<file path="config.mk">
export PLATFORM = sky130hd
export DESIGN_NAME = uart_tx_sequencer_flat
export DESIGN_NICKNAME = d
export VERILOG_FILES = /design/src/rtl/uart_tx_seq_pkg.sv /design/src/rtl/uart_tx_sequencer_if.sv /design/src/rtl/uart_tx_seq_byte_sel.sv /design/src/rtl/uart_tx_sequencer.sv /design/src/flat_wrapper.sv
export SDC_FILE = /design/constraint.sdc
export NUM_CORES = 1
export LEC_CHECK = 0
export ABC_AREA = 1
export CORE_ASPECT_RATIO = 1.2
export CORE_MARGIN = 2
export CORE_UTILIZATION = 51
export DETAILED_ROUTE_END_ITERATION = 12
export GPL_TIMING_DRIVEN = 0
export PLACE_DENSITY = 0.83
export SETUP_SLACK_MARGIN = 0.2
export SYNTH_ARGS = -nofsm -noshare
export SYNTH_HDL_FRONTEND = slang
export SYNTH_SLANG_ARGS = --single-unit
export TNS_END_PERCENT = 50
</file>
<file path="constraint.sdc">
create_clock -name i_clk -period 2 [get_ports i_clk]
set_input_delay 0.4 -clock i_clk [delete_from_list [all_inputs] [get_ports i_clk]]
set_output_delay 0.4 -clock i_clk [all_outputs]
set_load 0.01 [all_outputs]
</file>
<file path="src/rtl/uart_tx_seq_pkg.sv">
// Shared definitions for the UART TX frame sequencer.
// Holds the FSM state encoding, the byte-kind tag used to pick the successor of StWait,
// and the default frame header byte.
// Optional feature macro: UART_TX_SEQ_CHECKSUM_EN adds the StChk state.
package uart_tx_seq_pkg;

    localparam logic [7:0] DefaultHeaderByte = 8'hA5;

    typedef enum logic [3:0] {
        StIdle  = 4'd0,
        StHdr   = 4'd1,
        StRd    = 4'd2,
        StLatch = 4'd3,
        StIssue = 4'd4,
        StWait  = 4'd5,
        StNext  = 4'd6,
        StDone  = 4'd7
`ifdef UART_TX_SEQ_CHECKSUM_EN
        , StChk = 4'd8
`endif
    } seq_state_e;

    // What the byte currently in flight was, so StWait knows where to go next.
    typedef enum logic [1:0] {
        KindHdr  = 2'd0,
        KindData = 2'd1,
        KindChk  = 2'd2
    } byte_kind_e;

endpackage

</file>
<file path="src/rtl/uart_tx_sequencer_if.sv">
// Result-buffer read port and UART transmitter byte port of the frame sequencer.
// Signals:
//   o_rd_en, o_rd_addr : buffer read request (sequencer -> buffer)
//   i_rd_data          : buffer read data, valid one cycle after o_rd_en
//   o_tx_start, o_tx_byte : byte request (sequencer -> transmitter)
//   i_tx_busy, i_tx_done  : transmitter state level and one-cycle done pulse
// Modports: master = sequencer side, slave = buffer/transmitter side.
interface uart_tx_sequencer_if #(
    parameter int unsigned NUM_WORDS  = 16,
    parameter int unsigned WORD_BYTES = 4
);
    localparam int unsigned AddrW = $clog2(NUM_WORDS);

    logic                    o_rd_en;
    logic [AddrW-1:0]        o_rd_addr;
    logic [8*WORD_BYTES-1:0] i_rd_data;
    logic                    o_tx_start;
    logic [7:0]              o_tx_byte;
    logic                    i_tx_busy;
    logic                    i_tx_done;

    modport master (
        output o_rd_en, o_rd_addr, o_tx_start, o_tx_byte,
        input  i_rd_data, i_tx_busy, i_tx_done
    );

    modport slave (
        input  o_rd_en, o_rd_addr, o_tx_start, o_tx_byte,
        output i_rd_data, i_tx_busy, i_tx_done
    );
endinterface

</file>
<file path="src/rtl/uart_tx_seq_byte_sel.sv">
// Combinational selection of byte k (little-endian) from the latched result word.
// Ports:
//   word_i     : latched word, 8*WORD_BYTES bits
//   byte_idx_i : byte index within the word
//   byte_o     : selected byte (word_i[8k+7:8k])
module uart_tx_seq_byte_sel #(
    parameter int unsigned WORD_BYTES = 4,
    localparam int unsigned ByteW = (WORD_BYTES > 1) ? $clog2(WORD_BYTES) : 1
) (
    input  logic [8*WORD_BYTES-1:0] word_i,
    input  logic [ByteW-1:0]        byte_idx_i,
    output logic [7:0]              byte_o
);

    always_comb begin
        byte_o = 8'h00;
        for (int k = 0; k < int'(WORD_BYTES); k++) begin
            if (byte_idx_i == ByteW'(k)) begin
                byte_o = word_i[8*k +: 8];
            end
        end
    end

endmodule

</file>
<file path="src/rtl/uart_tx_sequencer.sv">
// UART TX frame sequencer: on i_start sends HEADER_BYTE followed by NUM_WORDS result words,
// each WORD_BYTES bytes little-endian, one byte per transmitter handshake.
// Ports:
//   i_clk, i_rst      : clock, synchronous active-high reset
//   i_start           : one-cycle frame request (ignored while a frame is in progress)
//   o_busy            : frame in progress
//   o_frame_done      : one-cycle pulse once the last byte has completed
//   bus_io            : buffer read port and transmitter byte port (master modport)
// Optional feature macro: UART_TX_SEQ_CHECKSUM_EN appends the XOR of all data bytes
// (header excluded) as a final byte.
module uart_tx_sequencer
    import uart_tx_seq_pkg::*;
#(
    parameter int unsigned NUM_WORDS   = 16,
    parameter int unsigned WORD_BYTES  = 4,
    parameter logic [7:0]  HEADER_BYTE = DefaultHeaderByte
) (
    input  logic                 i_clk,
    input  logic                 i_rst,
    input  logic                 i_start,
    output logic                 o_busy,
    output logic                 o_frame_done,
    uart_tx_sequencer_if.master  bus_io
);

    localparam int unsigned AddrW = $clog2(NUM_WORDS);
    localparam int unsigned ByteW = (WORD_BYTES > 1) ? $clog2(WORD_BYTES) : 1;
    localparam int unsigned WordW = 8 * WORD_BYTES;

    localparam logic [AddrW-1:0] LastWord = AddrW'(NUM_WORDS - 1);
    localparam logic [ByteW-1:0] LastByte = ByteW'(WORD_BYTES - 1);

    seq_state_e       state_q;
    byte_kind_e       kind_q;
    logic [AddrW-1:0] word_idx_q;
    logic [ByteW-1:0] byte_idx_q;
    logic [WordW-1:0] word_q;
    logic             busy_q;
    logic             frame_done_q;
    logic             rd_en_q;
    logic [AddrW-1:0] rd_addr_q;
    logic             tx_start_q;
    logic [7:0]       tx_byte_q;
`ifdef UART_TX_SEQ_CHECKSUM_EN
    logic [7:0]       chk_q;
`endif

    logic [7:0] sel_byte;

    uart_tx_seq_byte_sel #(
        .WORD_BYTES (WORD_BYTES)
    ) u_byte_sel (
        .word_i     (word_q),
        .byte_idx_i (byte_idx_q),
        .byte_o     (sel_byte)
    );

    // Outputs are registered and raised on the transition into the state they belong to,
    // so o_rd_en is high during StRd and the read data is valid during StLatch.
    always_ff @(posedge i_clk) begin
        if (i_rst) begin
            state_q      <= StIdle;
            kind_q       <= KindHdr;
            word_idx_q   <= '0;
            byte_idx_q   <= '0;
            word_q       <= '0;
            busy_q       <= 1'b0;
            frame_done_q <= 1'b0;
            rd_en_q      <= 1'b0;
            rd_addr_q    <= '0;
            tx_start_q   <= 1'b0;
            tx_byte_q    <= 8'h00;
`ifdef UART_TX_SEQ_CHECKSUM_EN
            chk_q        <= 8'h00;
`endif
        end else begin
            tx_start_q   <= 1'b0;
            rd_en_q      <= 1'b0;
            frame_done_q <= 1'b0;

            unique case (state_q)
                StIdle: begin
                    if (i_start) begin
                        busy_q     <= 1'b1;
                        word_idx_q <= '0;
                        byte_idx_q <= '0;
`ifdef UART_TX_SEQ_CHECKSUM_EN
                        chk_q      <= 8'h00;
`endif
                        state_q    <= StHdr;
                    end
                end

                StHdr: begin
                    if (!bus_io.i_tx_busy) begin
                        tx_start_q <= 1'b1;
                        tx_byte_q  <= HEADER_BYTE;
                        kind_q     <= KindHdr;
                        state_q    <= StWait;
                    end
                end

                StRd: begin
                    state_q <= StLatch;
                end

                StLatch: begin
                    word_q  <= bus_io.i_rd_data;
                    state_q <= StIssue;
                end

                StIssue: begin
                    if (!bus_io.i_tx_busy) begin
                        tx_start_q <= 1'b1;
                        tx_byte_q  <= sel_byte;
`ifdef UART_TX_SEQ_CHECKSUM_EN
                        chk_q      <= chk_q ^ sel_byte;
`endif
                        kind_q     <= KindData;
                        state_q    <= StWait;
                    end
                end

                StWait: begin
                    if (bus_io.i_tx_done) begin
                        case (kind_q)
                            KindHdr: begin
                                rd_en_q   <= 1'b1;
                                rd_addr_q <= word_idx_q;
                                state_q   <= StRd;
                            end
                            KindData: begin
                                state_q <= StNext;
                            end
                            default: begin
                                frame_done_q <= 1'b1;
                                busy_q       <= 1'b0;
                                state_q      <= StDone;
                            end
                        endcase
                    end
                end

                StNext: begin
                    if (byte_idx_q != LastByte) begin
                        byte_idx_q <= byte_idx_q + ByteW'(1);
                        state_q    <= StIssue;
                    end else if (word_idx_q != LastWord) begin
                        word_idx_q <= word_idx_q + AddrW'(1);
                        byte_idx_q <= '0;
                        rd_en_q    <= 1'b1;
                        rd_addr_q  <= word_idx_q + AddrW'(1);
                        state_q    <= StRd;
                    end else begin
`ifdef UART_TX_SEQ_CHECKSUM_EN
                        state_q      <= StChk;
`else
                        frame_done_q <= 1'b1;
                        busy_q       <= 1'b0;
                        state_q      <= StDone;
`endif
                    end
                end

`ifdef UART_TX_SEQ_CHECKSUM_EN
                StChk: begin
                    if (!bus_io.i_tx_busy) begin
                        tx_start_q <= 1'b1;
                        tx_byte_q  <= chk_q;
                        kind_q     <= KindChk;
                        state_q    <= StWait;
                    end
                end
`endif

                StDone: begin
                    state_q <= StIdle;
                end

                default: begin
                    state_q <= StIdle;
                end
            endcase
        end
    end

    assign o_busy            = busy_q;
    assign o_frame_done      = frame_done_q;
    assign bus_io.o_rd_en    = rd_en_q;
    assign bus_io.o_rd_addr  = rd_addr_q;
    assign bus_io.o_tx_start = tx_start_q;
    assign bus_io.o_tx_byte  = tx_byte_q;

endmodule

</file>
<file path="src/flat_wrapper.sv">
// flat-port wrapper written by rule: the top's interface ports become plain ports
module uart_tx_sequencer_flat import uart_tx_seq_pkg::*;
#(
    parameter int unsigned NUM_WORDS   = 16,
    parameter int unsigned WORD_BYTES  = 4,
    parameter logic [7:0]  HEADER_BYTE = DefaultHeaderByte
)
  (i_clk, i_rst, i_start, o_busy, o_frame_done, bus_io_o_rd_en, bus_io_o_rd_addr, bus_io_o_tx_start, bus_io_o_tx_byte, bus_io_i_rd_data, bus_io_i_tx_busy, bus_io_i_tx_done);
  uart_tx_sequencer_if #(.NUM_WORDS(NUM_WORDS), .WORD_BYTES(WORD_BYTES)) bus_io_i ();
  input  logic i_clk;
  input  logic i_rst;
  input  logic i_start;
  output logic o_busy;
  output logic o_frame_done;
  output wire logic [$bits(bus_io_i.o_rd_en)-1:0] bus_io_o_rd_en;
  output wire logic [$bits(bus_io_i.o_rd_addr)-1:0] bus_io_o_rd_addr;
  output wire logic [$bits(bus_io_i.o_tx_start)-1:0] bus_io_o_tx_start;
  output wire logic [$bits(bus_io_i.o_tx_byte)-1:0] bus_io_o_tx_byte;
  input wire logic [$bits(bus_io_i.i_rd_data)-1:0] bus_io_i_rd_data;
  input wire logic [$bits(bus_io_i.i_tx_busy)-1:0] bus_io_i_tx_busy;
  input wire logic [$bits(bus_io_i.i_tx_done)-1:0] bus_io_i_tx_done;
  assign bus_io_o_rd_en = bus_io_i.o_rd_en;
  assign bus_io_o_rd_addr = bus_io_i.o_rd_addr;
  assign bus_io_o_tx_start = bus_io_i.o_tx_start;
  assign bus_io_o_tx_byte = bus_io_i.o_tx_byte;
  assign bus_io_i.i_rd_data = bus_io_i_rd_data;
  assign bus_io_i.i_tx_busy = bus_io_i_tx_busy;
  assign bus_io_i.i_tx_done = bus_io_i_tx_done;
  uart_tx_sequencer #(.NUM_WORDS(NUM_WORDS), .WORD_BYTES(WORD_BYTES), .HEADER_BYTE(HEADER_BYTE)) u_core (.i_clk(i_clk), .i_rst(i_rst), .i_start(i_start), .o_busy(o_busy), .o_frame_done(o_frame_done), .bus_io(bus_io_i));
endmodule
</file>
Word level (Yosys, flattened, before mapping)
Cells that the tools add are included.
- register bits: 60
- bits of input ports: 37
- output and inout bits: 16
- logic and storage cells: 98
- $add $sub $neg: 2
- eq/ne operators: 23
- multiplexer cells: 45
- bitwise operators: 1
- reduce and logical (&&, ||, !) cells: 16
- operators by type and width (operator ; count):
    $mux W8 ; 6
    $mux W4 ; 9
    $pmux W4 S6 ; 1
    $ne A2 B2 Y1 const B ; 9
    $pmux W4 S2 ; 2
    $pmux W8 S2 ; 1
    $mux W1 ; 14
    $eq A4 B3 Y1 const B ; 3
    $mux W2 ; 5
    $reduce_and A3 Y1 ; 3
    $eq A4 B2 Y1 const B ; 2
    $pmux W2 S2 ; 2
    $pmux W3 S2 ; 1
    $reduce_and A6 Y1 ; 1
    $reduce_bool A2 Y1 ; 3
    $reduce_or A2 Y1 ; 3
    $reduce_and A5 Y1 ; 1
    $add A4 B1 Y4 const B ; 1
    $eq A2 B1 Y1 const B ; 2
    $eq A2 B2 Y1 const B ; 2
    $eq A4 B1 Y1 const B ; 1
    $logic_not A2 Y1 ; 2
    $logic_not A4 Y1 ; 1
    $ne A2 B1 Y1 const B ; 2
    9 further kinds ; 10

Depth between registers and ports, before layout
Gate-level depths: netlist (run 1).
- depth after elaboration: 7
- gate-level depth with buffers: 9
- gate-level depth less buffers: 9

By module
A second synthesis (run 1) with hierarchy kept.
- cells, all modules: 370
- area total of the unflattened synthesis: 2695.1 µm²
- by module, submodules not included (module ; times used ; cells each ; area each (µm²) ; sequential area each (µm²)):
    uart_tx_sequencer ; 1 ; 323 ; 2431.1 ; 1161.1
    uart_tx_seq_byte_sel ; 1 ; 47 ; 264.0 ; 0.0

Least setup slack after synthesis (run 1)
No wires, ideal clock.
- kind: register to register
- start point: register u_core.byte_idx_q[0]
- end point: register u_core.state_q[0]
- setup time: 70 ps
- data arrival time: 1323 ps
- data required time: 1930 ps
- path slack: 607 ps
- cell stages (with the launch flop): 9
- buffers on the path: 1
- period minus slack after synthesis: 1393 ps
- path through: dfxtp_1 > ha_1 > buf_4 > clkinv_1 > nor2_1 > nand2_1 > nand2_1 > nand3_1 > a21oi_1
- word-level cells in the longest chain between the ends: 3
- RTL lines (element ; RTL line ; source):
    from (decl) ; uart_tx_sequencer.sv:36 ; logic [ByteW-1:0] byte_idx_q;
    from (signal assigned) ; uart_tx_sequencer.sv:146 ; byte_idx_q <= byte_idx_q + ByteW'(1);
    $ne A2 B2 Y1 ; uart_tx_sequencer.sv:145 ; if (byte_idx_q != LastByte) begin
    $mux W4 ; uart_tx_sequencer.sv:145 ;
    $pmux W4 S6 ; uart_tx_sequencer.sv:81 ; unique case (state_q)
    to (signal assigned) ; uart_tx_sequencer.sv:90 ; state_q <= StHdr;
    to (signal assigned) ; uart_tx_sequencer.sv:147 ; state_q <= StIssue;
    to (signal assigned) ; uart_tx_sequencer.sv:153 ; state_q <= StRd;
    to (decl) ; uart_tx_sequencer.sv:33 ; seq_state_e state_q;
No other way between the ends.
A chain may end at the register's enable or synchronous reset.

Worst setup path in the final report (run 1)
- start point: register u_core.byte_idx_q[1]
- end point: register u_core.tx_byte_q[1] (netlist: u_core.bus_io.o_tx_byte[1])
- word-level cells in the longest chain between the ends: 7
- elaborated cells on any way between the ends: 10
- classes of those cells: 3 x eq/ne; 6 x mux; 1 x reduce/logical
- RTL lines (element ; RTL line ; source):
    $logic_not A2 Y1 ; uart_tx_seq_byte_sel.sv:18 ; if (byte_idx_i == ByteW'(k)) begin
    $mux W8 (3 in a row) ; uart_tx_seq_byte_sel.sv:18 ;
    $mux W8 * ; uart_tx_seq_byte_sel.sv:18 ;
    $mux W8 * ; uart_tx_sequencer.sv:113 ; if (!bus_io.i_tx_busy) begin
    $pmux W8 S2 * ; uart_tx_sequencer.sv:81 ;
    to (signal assigned) ; uart_tx_sequencer.sv:115 ; tx_byte_q <= sel_byte;
    to (decl) ; uart_tx_sequencer.sv:43 ; logic [7:0] tx_byte_q;
Every way passes the cells marked *; elsewhere a longest branch is shown, timed or not. The select of a mux whose other input is x is not followed.

==> results of run 1 <==
==> synth_stat cells, drive strengths merged <==
master and n:
a21oi 31, dfxtp 58, ha 6, nand3 17
nand2 66, clkbuf 10, clkinv 1, o21ai 65
nand4 1, nand3b 1, buf 8, nor3 1
inv 31, nor2 90
==> logic make-up after synthesis <==
| kind of cell | after synthesis | synth area share (%) |
|---|---|---|
| AOI/OAI and AO/OA | 96 | 18.4 |
| adders and majority gates | 6 | 2.85 |
| and+or+nand+nor | 176 | 27.0 |
| buffers and inverters | 50 | 7.78 |
| DFF | 58 | 44.0 |
==> flip-flops by register name (all words and copies together), names as in the netlist <==
name	cells
u_core.bus_io.o_rd_addr	4
u_core.bus_io.o_rd_en	1
u_core.word_idx_q	4
u_core.state_q	3
u_core.bus_io.o_tx_byte	8
u_core.o_busy	1
u_core.byte_idx_q	2
u_core.word_q	32
u_core.bus_io.o_tx_start	1
u_core.o_frame_done	1
u_core.kind_q	1
==> report_power, final <==
part           switching (W)  internal, W  total (W)
logic               0.000403     0.000320   0.000723
clock network       0.000440     0.000599    0.00104
registers          0.0000589      0.00126    0.00132
total               0.000902      0.00218    0.00308
==> stage by stage <==
stage / total power [W] / utilization, %
5_1_grt: 0.00325 / 68.8
3_3_place_gp: 0.00204 / 64.8
3_5_place_dp: 0.00206 / 64.8
6_report: 0.00308 / 68.8
4_1_cts: 0.00308 / 68.5
2_1_floorplan: 0.00179 / -
==> path summary, 6_finish.rpt <==
check / startpoint / to / slack, ns / cells past startpoint
worst max-delay path: u_core.byte_idx_q[1] / u_core.bus_io.o_tx_byte[1] / 0.27 / 8
worst min-delay path: i_rst / u_core.state_q[0] / 0.44 / 2
worst max register to register: u_core.byte_idx_q[1] / u_core.bus_io.o_tx_byte[1] / 0.27 / 8
worst min register to register: u_core.o_busy / u_core.o_busy / 0.44 / 2
==> per-layer routing <==
metal | up-vias | share of wire (%) | track usage (%)
met1 | 1213 | 45 | 28.6
li1 | 1369 | - | -
met3 | 15 | 5.2 | 5.31
met5 | - | 0 | 0
met2 | 81 | 47 | 40.1
met4 | 0 | 2.4 | 12.9
==> worst max-delay path: cells and delay by family, from the launching register on <==
| kind | cells | cell delay [ns] |
|---|---|---|
| buffers and inverters | 3 | 0.46 |
| adder cells (fa/ha/maj) | 1 | 0.18 |
| AO/OA/AOI/OAI | 3 | 0.54 |
| AND/OR/NAND/NOR | 1 | 0.09 |
| flip-flops | 1 | 0.39 |
==> layout make-up <==
cell class | instances | area share, %
timing repair buffer | 52 | 15.1
clock inverter | 3 | 1.17
sequential | 58 | 33.9
buffer | 18 | 2.52
multi-input combinational | 278 | 37.2
clock buffer | 12 | 4.24
inverter | 32 | 3.62
tap | 60 | 2.19
==> repair_timing <==
item / 4_1_cts / 5_1_grt
hold endpoints to repair: 0 / 0
gates cloned: 0 / 0
endpoints found under the setup margin: 1 / 5
gates resized for setup: 1 / 1
setup buffers: 0 / 1
==> flow_summary.ini, run 1 <==
[run_status]
status = finished clean

[final_layout]
num-nets-final = 492
register_area_um2 = 1160
diodes = 0
multi_input_area_um2 = 1270
final_common_cell = nor2_1
layout-drive-gt1-share_pct = 5.96
mostFrequentLayoutCells = 88 x nor2_1, 65 x nand2_1, 64 x o21ai_0, 58 x dfxtp_1, 51 x clkdlybuf4s50_1
fin_area_um2 = 3420
syn2layout_area_growth_pct = 29.7
fill_cells = 437
finalNonFillerCells = 513

[setup_path]
cp_max_fo = 10
max_stage_delay_ns = 0.39
crit_type = reg2reg
crit_arrival_ns = 2.01
cp_cell_sequence = inv_1 -> ha_1 -> inv_1 -> clkbuf_2 -> o21ai_0 -> o21ai_0 -> nand2_1 -> a21oi_1
crit_required_ns = 2.27
start_kind = flop
worst_setup_path_end_kind = flop
slowest_stage = dfxtp_1

[clock_network]
tritoncts = yes
clk_pin_slew_worst_paths_ns = 0.06
hold_buffers = 0
clk_latency_ns = 0.34
htreeDepth = 3
cts_inserted_buffers = 9
cts-root-buf = clkbuf_8
cts_sinks = 58
cts_buffer_depth = 2

[grt]
overflow = 0
antenna_found_initial = 0
grt_pass1_vias = 2373
grt_pass1_wl_mm = 10.7
grt_start_max_net_pins = 11
grtUsageTotal_pct = 23.7

[place]
pre_cts_slack_ns = 0.207
placed_cells_incl_taps = 497
dpl_cell_area_um2 = 3220
io_buffers = 51
place_congestion = 0.851
dp_hpwl_mm = 4.55

[job]
drv_cap = 0

[sta]
relSlewSlack_pct = 67.6
timing.final.ws_setup_ns = 0.266
rsz0062_at_grt = yes
worstMarginPinSlew_ns = 0.486
setup_viol = 0
max_freq_mhz = 577
drv_slew = 0
whs_ns = 0.438
period_share_pct = 86.7
min_period_ns = 1.73
fin_skew_ns = 0.00677
tns_ns = 0
finalHoldViolCount = 0

[drt]
post_drt_wl_per_cell_um = 12.3
dr.pass1.iters = 4
via_per_inst = 5.22
vias = 2678
drt_iter0_markers = 205
totalWireLength_mm = 6.33
ant_nets = 0
route.detailed.drc = 0

[yosys]
synth.avg_cell_area_um2 = 6.83
synth.area.top_cells = dfxtp_1 44%, nor2_1 13%, o21ai_0 12%
seq_area_frac_synth_pct = 44.0
synthesis.area_um2 = 2640
synth_nets = 429
synthCells = 386
synth_top_cell_area_share_pct = 44.0
synth_top_area_cell = dfxtp_1
ys_types = 22
ys_warn_count = 0
synth_seq_cells = 58

[power]
pwr_density_cell_nw_per_um2 = 899
p_leak_nw = 1.47
ir_worst_vdd_uv = 565

[die]
core_region_area_um2 = 4970
die_w_um = 69.7
start_util_pct = 53.0
die_h_um = 82.8
placementRows = 28
pin_count = 53
die_area_um2 = 5770

[hold_path]
min_path_type = in2reg
Power figures use the tool's default switching activity.
==> run 2: changes to the inputs <==
--- a/config.mk
+++ b/config.mk
@@ -6,6 +6,7 @@
 export NUM_CORES = 1
 export LEC_CHECK = 0
 export ABC_AREA = 1
+export ABC_CLOCK_PERIOD_IN_PS = 2000
 export CORE_ASPECT_RATIO = 1.2
 export CORE_MARGIN = 2
 export CORE_UTILIZATION = 51
==> results of run 2 <==
No change in the layout: final DEF, timing and power equal those of run 1.
